## config.mk

```make
export PLATFORM = sky130hd
export DESIGN_NAME = id_ex_pipeline_reg
export DESIGN_NICKNAME = d
export VERILOG_FILES = /design/src/rtl/id_ex_pipeline_reg.sv
export SDC_FILE = /design/constraint.sdc
export NUM_CORES = 1
export LEC_CHECK = 0
export CAP_MARGIN = 20
export CORE_UTILIZATION = 25
export DETAILED_ROUTE_END_ITERATION = 8
export PLACE_DENSITY = 0.61
export SKIP_CTS_REPAIR_TIMING = 1
export SLEW_MARGIN = 10
export SYNTH_ARGS = -nofsm -noshare
export SYNTH_HDL_FRONTEND = slang
export SYNTH_SLANG_ARGS = --single-unit
```

## constraint.sdc

```tcl
create_clock -name CLK -period 3.2 [get_ports CLK]
set_input_delay 0.96 -clock CLK [delete_from_list [all_inputs] [get_ports CLK]]
set_output_delay 0.96 -clock CLK [all_outputs]
set_load 0.005 [all_outputs]
```

## src/rtl/id_ex_pipeline_reg.sv

```systemverilog
// ID/EX pipeline register: load-use hazard detection with bubble injection, branch flush,
// memory-busy hold with a deferred flush. Optional counters under ID_EX_PERF_COUNT_EN.
module id_ex_pipeline_reg #(
    parameter int unsigned CTRL_W = 31,
    parameter int unsigned DATA_W = 32
) (
    input  logic              CLK,
    input  logic              RESET,
    input  logic [CTRL_W-1:0] ID_CTRL,
    input  logic [DATA_W-1:0] ID_PC,
    input  logic [DATA_W-1:0] ID_DATA1,
    input  logic [DATA_W-1:0] ID_DATA2,
    input  logic [DATA_W-1:0] ID_DATA3,
    input  logic [DATA_W-1:0] ID_IMM,
    input  logic [4:0]        ID_RS1,
    input  logic [4:0]        ID_RS2,
    input  logic [4:0]        ID_RS3,
    input  logic [4:0]        ID_RD,
    input  logic              BRANCH_FLUSH,
    input  logic              MEM_BUSY,
    output logic [CTRL_W-1:0] EX_CTRL,
    output logic [DATA_W-1:0] EX_PC,
    output logic [DATA_W-1:0] EX_DATA1,
    output logic [DATA_W-1:0] EX_DATA2,
    output logic [DATA_W-1:0] EX_DATA3,
    output logic [DATA_W-1:0] EX_IMM,
    output logic [4:0]        EX_RS1,
    output logic [4:0]        EX_RS2,
    output logic [4:0]        EX_RS3,
    output logic [4:0]        EX_RD,
`ifdef ID_EX_PERF_COUNT_EN
    output logic [31:0]       STALL_COUNT,
    output logic [31:0]       FLUSH_COUNT,
`endif
    output logic              STALL_OUT
);

    // Control bundle bit positions (bundle packs 31 bits, REG_TYPE at the LSB end).
    localparam int unsigned BIT_REG_WE     = 24;
    localparam int unsigned BIT_FREG_WE    = 23;
    localparam int unsigned BIT_MEM_WR_EN  = 22;
    localparam int unsigned BIT_MEM_RD_EN  = 19;
    localparam int unsigned BIT_BRANCH_EN  = 15;

    // Clearing these enables turns any instruction into a harmless bubble.
    localparam logic [CTRL_W-1:0] KILL_MASK =
        (CTRL_W'(1) << BIT_REG_WE)    |
        (CTRL_W'(1) << BIT_FREG_WE)   |
        (CTRL_W'(1) << BIT_MEM_WR_EN) |
        (CTRL_W'(1) << BIT_MEM_RD_EN) |
        (CTRL_W'(1) << BIT_BRANCH_EN);

    logic [CTRL_W-1:0] ex_ctrl_q;
    logic [DATA_W-1:0] ex_pc_q;
    logic [DATA_W-1:0] ex_data1_q;
    logic [DATA_W-1:0] ex_data2_q;
    logic [DATA_W-1:0] ex_data3_q;
    logic [DATA_W-1:0] ex_imm_q;
    logic [4:0]        ex_rs1_q;
    logic [4:0]        ex_rs2_q;
    logic [4:0]        ex_rs3_q;
    logic [4:0]        ex_rd_q;
    logic              flush_pending_q;

    logic [1:0] id_reg_type;
    logic       ex_is_load;
    logic       ex_int_load;
    logic       ex_float_load;
    logic       rs1_hit;
    logic       rs2_hit;
    logic       rs3_hit;
    logic       int_hazard;
    logic       float_hazard;
    logic       hazard;
    logic       flush_now;
    logic       kill;
    logic [CTRL_W-1:0] next_ctrl;

    assign id_reg_type   = ID_CTRL[1:0];
    assign ex_is_load    = ex_ctrl_q[BIT_MEM_RD_EN];
    assign ex_int_load   = ex_ctrl_q[BIT_REG_WE] && (ex_rd_q != 5'd0);
    // f0 is a real register, so no zero-register exclusion on the float side.
    assign ex_float_load = ex_ctrl_q[BIT_FREG_WE];

    assign rs1_hit = (ID_RS1 == ex_rd_q);
    assign rs2_hit = (ID_RS2 == ex_rd_q);
    assign rs3_hit = (ID_RS3 == ex_rd_q);

    always_comb begin
        int_hazard   = 1'b0;
        float_hazard = 1'b0;
        unique case (id_reg_type)
            2'b00: int_hazard = rs1_hit || rs2_hit;
            2'b01: begin
                int_hazard   = rs1_hit;
                float_hazard = rs2_hit;
            end
            2'b10: float_hazard = rs1_hit || rs2_hit;
            2'b11: float_hazard = rs1_hit || rs2_hit || rs3_hit;
            default: ;
        endcase
    end

    assign hazard    = ex_is_load &&
                       ((ex_int_load && int_hazard) || (ex_float_load && float_hazard));
    assign flush_now = BRANCH_FLUSH || flush_pending_q;
    assign kill      = flush_now || hazard;
    assign next_ctrl = kill ? (ID_CTRL & ~KILL_MASK) : ID_CTRL;

    // A flush or a held stage already keeps the offending instruction out of EX.
    assign STALL_OUT = hazard && !MEM_BUSY && !flush_now && !RESET;

    always_ff @(posedge CLK) begin
        if (RESET) begin
            ex_ctrl_q       <= '0;
            ex_pc_q         <= '0;
            ex_data1_q      <= '0;
            ex_data2_q      <= '0;
            ex_data3_q      <= '0;
            ex_imm_q        <= '0;
            ex_rs1_q        <= '0;
            ex_rs2_q        <= '0;
            ex_rs3_q        <= '0;
            ex_rd_q         <= '0;
            flush_pending_q <= 1'b0;
        end else if (MEM_BUSY) begin
            if (BRANCH_FLUSH) begin
                flush_pending_q <= 1'b1;
            end
        end else begin
            ex_ctrl_q       <= next_ctrl;
            ex_pc_q         <= ID_PC;
            ex_data1_q      <= ID_DATA1;
            ex_data2_q      <= ID_DATA2;
            ex_data3_q      <= ID_DATA3;
            ex_imm_q        <= ID_IMM;
            ex_rs1_q        <= ID_RS1;
            ex_rs2_q        <= ID_RS2;
            ex_rs3_q        <= ID_RS3;
            ex_rd_q         <= ID_RD;
            flush_pending_q <= 1'b0;
        end
    end

    assign EX_CTRL  = ex_ctrl_q;
    assign EX_PC    = ex_pc_q;
    assign EX_DATA1 = ex_data1_q;
    assign EX_DATA2 = ex_data2_q;
    assign EX_DATA3 = ex_data3_q;
    assign EX_IMM   = ex_imm_q;
    assign EX_RS1   = ex_rs1_q;
    assign EX_RS2   = ex_rs2_q;
    assign EX_RS3   = ex_rs3_q;
    assign EX_RD    = ex_rd_q;

`ifdef ID_EX_PERF_COUNT_EN
    logic [31:0] stall_count_q;
    logic [31:0] flush_count_q;

    // A flush bubble takes precedence, so a coincident hazard is not also counted.
    always_ff @(posedge CLK) begin
        if (RESET) begin
            stall_count_q <= '0;
            flush_count_q <= '0;
        end else if (!MEM_BUSY) begin
            if (flush_now) begin
                flush_count_q <= flush_count_q + 32'd1;
            end else if (hazard) begin
                stall_count_q <= stall_count_q + 32'd1;
            end
        end
    end

    assign STALL_COUNT = stall_count_q;
    assign FLUSH_COUNT = flush_count_q;
`endif

endmodule

```

### After elaboration in Yosys (flattened, before gate mapping)

Cells that the tools add are included.

| storage, ports and cells | value |
|---|---|
| register bits | 212 |
| bits in latches | 0 |
| bits in writable memories | 0 |
| ROM bits | 0 |
| input port bits | 215 |
| logic and storage cells | 39 |
| memories | 0 |

| operators by class | value |
|---|---|
| add/sub/neg operators | 0 |
| $mul | 0 |
| div/mod/pow operators | 0 |
| magnitude comparators | 0 |
| equal/unequal tests | 6 |
| shift operators | 0 |
| mux-type cells | 3 |
| bitwise operators | 1 |
| reduce and logical (&&, ||, !) cells | 18 |

Operators with widths:

| kind | number |
|---|---|
| two-way mux 25 bit | 1 |
| == test 5 bit | 3 |
| logical AND 1 bit | 7 |
| logical OR 1 bit | 5 |
| nonzero test 5 bit | 1 |
| == test 2 bit (second input constant) | 2 |
| zero test 1 bit | 3 |
| one-hot mux 1 bit (3 select lines) | 1 |
| == test 2 x 1 -> 1 bit (second input constant) | 1 |
| zero test 2 bit | 1 |
| one-hot mux 1 bit (2 select lines) | 1 |
| OR reduction 2 bit | 1 |
| inverter 1 bit | 1 |

### Logic depth before layout (Yosys ltp)

Gate-level depths: netlist (run 1).

| logic depth | value |
|---|---|
| word-level depth | 10 |
| depth in mapped cells | 6 |
| mapped depth without buffers | 5 |

### Worst setup path before layout (run 1)

No wires, ideal clock.

| timing | value |
|---|---|
| path type | input port to output port |
| start point | input ID_RS3[4] |
| end point | output STALL_OUT |
| arrival time | 1.794 ns |
| required time | 2.240 ns |
| path slack | 0.446 ns |
| stages on the path | 5 |
| cell sequence | xor2_1 -> nor4_1 -> nand4_1 -> o22ai_1 -> o21a_1 |

| between the ends | value |
|---|---|
| word-level cells in the longest chain between the ends | 9 |

RTL lines:

| what | line | RTL |
|---|---|---|
| from (decl) | 17 | `input logic [4:0] ID_RS3,` |
| == test 5 bit | 87 | `assign rs3_hit = (ID_RS3 == ex_rd_q);` |
| logical OR 1 bit | 99 | `2'b11: float_hazard = rs1_hit \|\| rs2_hit \|\| rs3_hit;` |
| one-hot mux 1 bit (3 select lines) | 92 | `unique case (id_reg_type)` |
| logical AND 1 bit | 105 | `((ex_int_load && int_hazard) \|\| (ex_float_load && float_hazard));` |
| logical OR 1 bit | 105 |  |
| logical AND 1 bit | 104 | `assign hazard = ex_is_load &&` |
| logical AND 1 bit (3 in a row) | 111 | `assign STALL_OUT = hazard && !MEM_BUSY && !flush_now && !RESET;` |
| to (decl) | 35 | `output logic STALL_OUT` |

Every way passes these cells.

### Worst setup path after layout (run 1)

| timing | value |
|---|---|
| start point | input ID_RS3[2] |
| end point | output STALL_OUT |

Same word-level chain as after synthesis.

==> flow_metrics.tcl, run 1 <==
set metrics [dict create \
    outcome "finished, final reports clean" \
    synth_fp_nets 944 \
    ir_drop_v 0.000340 \
    syn-mean-instance-area_um2 10.6 \
    first_global_vias 6555 \
    dieArea_mm2 0.0315 \
    pre_cts_slack_ns -0.625 \
    skew_ns 0.00424 \
    cellPowerDensity_mw_per_mm2 511 \
    drtIter0Drc 231 \
    mostFrequentLayoutCell "clkdlybuf4s50_1" \
    tightest_slew_ns 0.984 \
    gp_congestion 0.839 \
    grt_pass1_wl_mm 36.4 \
    setup_viol 0 \
    dieWidth_um 178 \
    syn_inst 729 \
    grt_start_max_net_pins 207 \
    ys_ff_latch 212 \
    sw_frac_of_total 0.228 \
    track_usage 0.146 \
    wl_per_cell_um 15.8 \
    cts_tree "done" \
    yosysWarnings 0 \
    clockBufferDepth 3 \
    power.internal_mw 5.24 \
    critPathKind "in -> out" \
    cpMaxStageDelayCell "nor4_1" \
    power_frac_clock 0.423 \
    start_util 0.257 \
    area_growth_pct 72.4 \
    viasPerCell 4.25 \
    endpoint_kind "output pin" \
    max_slew_margin 0.344 \
    synth_top_family_by_area "multiplexers" \
    final_cell_mix "412 x clkdlybuf4s50_1, 212 x dfxtp_1, 208 x nor2_1" \
    synth_xor_area_frac 0.0170 \
    synth_compound_area_frac 0.0195 \
    synthTopCellsByArea "dfxtp_1 55%, mux2i_1 27%, nor2_1 10%" \
    drt-total-wl_mm 24.7 \
    htreeDepth 1 \
    cp.required_ns 2.24 \
    antenna_found_initial 1 \
    cp_cell_sequence "dlymetal6s2s_1, xor2_1, nor4_1, nand4_1, o22ai_1, o21a_1, buf_2" \
    cpPeakStageDelay_ns 0.31 \
    clkSinkCount 212 \
    nNetsFinal 1366 \
    period_share 0.982 \
    cap_violations 0 \
    cp.arrival_ns 2.18 \
    synth.top_cell.area_share 0.550 \
    seqPwrFrac 0.425 \
    p_leak_nw 5.67 \
    synth_mux_area_frac 0.267 \
    power_mw 6.79 \
    place_area_mm2 0.0124 \
    core_area_mm2 0.0300 \
    critPathLaunchType "primary input" \
    p_sw_mw 1.55 \
    drc 0 \
    slew_violations 0 \
    fin_ws_ns 0.0569 \
    grt.overflow.total 0 \
    synth.distinct_cells 30 \
    ant_nets 0 \
    p_comb_frac 0.152 \
    first_pass_iters 4 \
    port_buffers 426 \
    dr_total_vias 6623 \
    fin_setup_tns_ns 0 \
    fillers 2877 \
    fin_area_mm2 0.0133 \
    yosysTopAreaCell "dfxtp_1" \
    yosys.area_share.simple 0.112 \
    clk_pin_slew_ns 0.06 \
    crit_fanout 2 \
    drive_gt1_frac 0.0582 \
    dp_hpwl_mm 17.5 \
    hold_class "reg -> reg" \
    netlist_area_mm2 0.00771 \
    finalCriticalPeriod_ns 3.14 \
    cts_root_buffer "clkbuf_16" \
    clock_latency_ns 0.51 \
    hold_viol_final 0 \
    cts_buffers 25 \
    ios 427 \
    ys_seq_area_frac 0.550 \
    fp-row-count 63 \
    fmax_mhz 318 \
    die_h_um 178 \
    synthAdderAreaFrac 0 \
]
## worst paths after layout
check                        from         endpoint  slack, ns  cells after the start
setup / recovery        ID_RS3[2]        STALL_OUT       0.06                      7
hold reg to reg   flush_pending_q  flush_pending_q       0.47                      1
hold / removal    flush_pending_q  flush_pending_q       0.47                      1
setup reg to reg         EX_RD[4]      EX_CTRL[22]       1.20                      7
## cell usage after synthesis
master     number
dfxtp_1       212
nor2_1        208
mux2i_1       206
buf_2          26
clkbuf_1       21
xnor2_1         8
xor2_1          7
nand3_1         6
o21ai_1         5
a32oi_1         4
o21a_1          3
and2_1          2
buf_6           2
inv_1           2
nor4_1          2
a2111oi_2       1
a211oi_1        1
a31oi_1         1
buf_1           1
buf_4           1
clkbuf_2        1
nand2_1         1
nand4_1         1
nor2b_1         1
nor3_1          1
nor3_2          1
o2111ai_1       1
o2111ai_2       1
o21ai_2         1
o22ai_1         1
## metrics by stage
step | hold slack (ns) | util | std cells
finish | 0.467 | 0.444 | 1560
global route | 0.479 | 0.444 | 1560
CTS | 0.469 | 0.441 | 1556
detailed placement | 0.455 | 0.413 | 1511
global placement | 0.452 | 0.413 | 1511
floorplan | 0.441 | - | 729
## metal layers
layer / routed length [um] / global-route usage / vias up / share of wire
met5: 0 / 0 / - / 0
met4: 924 / 0.0584 / 0 / 0.037
met3: 2160 / 0.0456 / 46 / 0.087
met2: 11700 / 0.249 / 273 / 0.47
met1: 9950 / 0.170 / 3023 / 0.40
li1: - / - / 3281 / -
## layout make-up
type / count / area [um2] / share of cell area
Timing Repair Buffer: 447 / 4490 / 0.338
Sequential cell: 212 / 4240 / 0.319
Multi-Input combinational cell: 463 / 3240 / 0.244
Clock buffer: 38 / 714 / 0.0537
Tap cell: 390 / 488 / 0.0367
Clock inverter: 7 / 110 / 0.00828
Inverter: 2 / 7.51 / 0.000565
Antenna cell: 1 / 2.50 / 0.000188
## critical path, delay by kind of cell
family                 cells  cell delay (ns)
AO/OA/AOI/OAI              2             0.35
XOR/XNOR                   1             0.14
buffers and inverters      2             0.26
AND/OR/NAND/NOR            2             0.48
## registers in the layout, indices dropped and copies added, names as in the netlist
| register | cells |
|---|---|
| EX_RD | 5 |
| EX_CTRL | 31 |
| EX_IMM | 32 |
| EX_RS1 | 5 |
| EX_DATA2 | 32 |
| EX_DATA1 | 32 |
| EX_DATA3 | 32 |
| flush_pending_q | 1 |
| EX_PC | 32 |
| EX_RS2 | 5 |
| EX_RS3 | 5 |
## power by group through the flow
stage | Sequential, mW | Combinational, mW | Clock [mW]
3_5_place_dp | 2.94 | 1.03 | 0
4_1_cts | 2.89 | 1.04 | 2.98
6_report | 2.89 | 1.03 | 2.87
2_1_floorplan | 2.95 | 0.351 | 0
5_1_grt | 2.91 | 1.11 | 3.08
3_3_place_gp | 2.94 | 1.03 | 0
## cell families (layout without fill, tap and decap cells)
logic type,after synthesis,count (layout)
simple gates,223,223
flops,212,212
mux,206,206
buf+inv,54,494
compound gates,19,19
xor+xnor,15,15
other cells,0,1
No activity file was read; power rests on OpenSTA's default activity.
==> run 2, diff against run 1 <==
- CTS_BUF_LIST: default -> sky130_fd_sc_hd__clkbuf_4
==> flow_metrics.tcl, run 2 (synthesis results as in run 1) <==
set metrics [dict create \
    outcome "finished, final reports clean" \
    dr_total_vias 6844 \
    first_pass_iters 6 \
    period_share 0.986 \
    hold_viol_final 0 \
    critPathKind "in -> out" \
    area_growth_pct 72.1 \
    fmax_mhz 317 \
    cellPowerDensity_mw_per_mm2 483 \
    wl_per_cell_um 15.3 \
    port_buffers 426 \
    viasPerCell 4.21 \
    drive_gt1_frac 0.106 \
    cp_cell_sequence "dlymetal6s2s_1, xor2_1, nor4_1, nand4_1, o22ai_1, o21a_1, buf_2" \
    gp_congestion 0.839 \
    hold_class "reg -> reg" \
    grt_start_max_net_pins 207 \
    mostFrequentLayoutCell "clkdlybuf4s50_1" \
    fp-row-count 63 \
    ios 427 \
    max_slew_margin 0.165 \
    die_h_um 178 \
    cts_tree "done" \
    grt.overflow.total 0 \
    fillers 2924 \
    nNetsFinal 1401 \
    core_area_mm2 0.0300 \
    fin_ws_ns 0.0447 \
    place_area_mm2 0.0124 \
    clock_latency_ns 0.64 \
    dieArea_mm2 0.0315 \
    dieWidth_um 178 \
    drc 0 \
    final_cell_mix "413 x clkdlybuf4s50_1, 209 x dfxtp_1, 208 x nor2_1" \
    grt_pass1_wl_mm 36.8 \
    clkSinkCount 212 \
    htreeDepth 2 \
    cpMaxStageDelayCell "nor4_1" \
    cap_violations 0 \
    cp.required_ns 2.24 \
    fin_area_mm2 0.0133 \
    skew_ns 0.0208 \
    antenna_found_initial 3 \
    rsz0062_at_grt "yes" \
    cp.arrival_ns 2.20 \
    ir_drop_v 0.000257 \
    start_util 0.257 \
    setup_viol 0 \
    track_usage 0.148 \
    pre_cts_slack_ns -0.625 \
    cpPeakStageDelay_ns 0.32 \
    drtIter0Drc 213 \
    first_global_vias 6931 \
    clockBufferDepth 3 \
    p_leak_nw 5.74 \
    cts_buffers 59 \
    worst-path-buf-inv 2 \
    crit_fanout 2 \
    tightest_slew_ns 1.25 \
    finalCriticalPeriod_ns 3.16 \
    critPathLaunchType "primary input" \
    endpoint_kind "output pin" \
    dp_hpwl_mm 17.5 \
    slew_violations 0 \
    ant_nets 0 \
    drt-total-wl_mm 24.9 \
    cts_root_buffer "clkbuf_4" \
    critPathTopFamily "simple AND/OR/NAND/NOR gates" \
    clk_pin_slew_ns 0.06 \
]
run 2: cell types whose count changed in the layout (fill, tap and decap cells not counted), moves of 3 or more:
| cell | delta |
|---|---|
| clkbuf_8 | -4 |
| clkbuf_16 | -25 |
| dfxtp_1 | -3 |
| clkbuf_1 | -9 |
| clkbuf_4 | +92 |
| clkinv_1 | +10 |
run 2: final cells by class:
cell class | count | area (um2) | area share
Timing Repair Buffer | 448 | 4500 | 0.339
Sequential cell | 212 | 4250 | 0.321
Multi-Input combinational cell | 463 | 3240 | 0.244
Clock buffer | 92 | 691 | 0.0521
Tap cell | 390 | 488 | 0.0368
Clock inverter | 14 | 81.3 | 0.00613
Inverter | 2 | 7.51 | 0.000566
Antenna cell | 3 | 7.51 | 0.000566
run 2: worst reg2reg max path: cells and delay by family, from the launching register on:
family	cells	cell delay [ns]
DFF	1	0.42
buffers and inverters	2	0.29
and+or+nand+nor	1	0.13
AOI/OAI and AO/OA	4	0.89
run 2: where the power goes:
part           internal [mW]  total [mW]  switching, mW
Sequential              2.80        2.89         0.0866
Clock                   1.38        2.50           1.12
Combinational          0.667        1.03          0.364
Total                   4.84        6.41           1.57
run 2: through the flow:
step	setup TNS [ns]	hold WS [ns]	std cells	power (mW)	utilization
after detailed placement	-0.625	0.455	1511	3.97	0.413
after CTS	-0.634	0.470	1617	6.56	0.439
after global routing	-0.0847	0.480	1624	6.79	0.443
final	0	0.466	1624	6.41	0.443
after floorplan	0	0.441	729	3.30	-
after global placement	-0.612	0.452	1511	3.96	0.413
run 2: routing by layer:
| layer | share of wire | GRT usage | vias up |
|---|---|---|---|
| met3 | 0.094 | 0.0527 | 67 |
| met1 | 0.40 | 0.165 | 3087 |
| met4 | 0.037 | 0.0744 | 0 |
| met5 | 0 | 0 | - |
| li1 | - | - | 3392 |
| met2 | 0.47 | 0.249 | 298 |
run 2: worst paths after layout:
| check | startpoint | endpoint | slack (ns) | cells after the start |
|---|---|---|---|---|
| worst min-delay path | flush_pending_q | flush_pending_q | 0.47 | 1 |
| worst max-delay path | ID_RS3[1] | STALL_OUT | 0.04 | 7 |
| worst min register to register | flush_pending_q | flush_pending_q | 0.47 | 1 |
| worst max register to register | EX_RD[3] | EX_CTRL[22] | 1.33 | 7 |
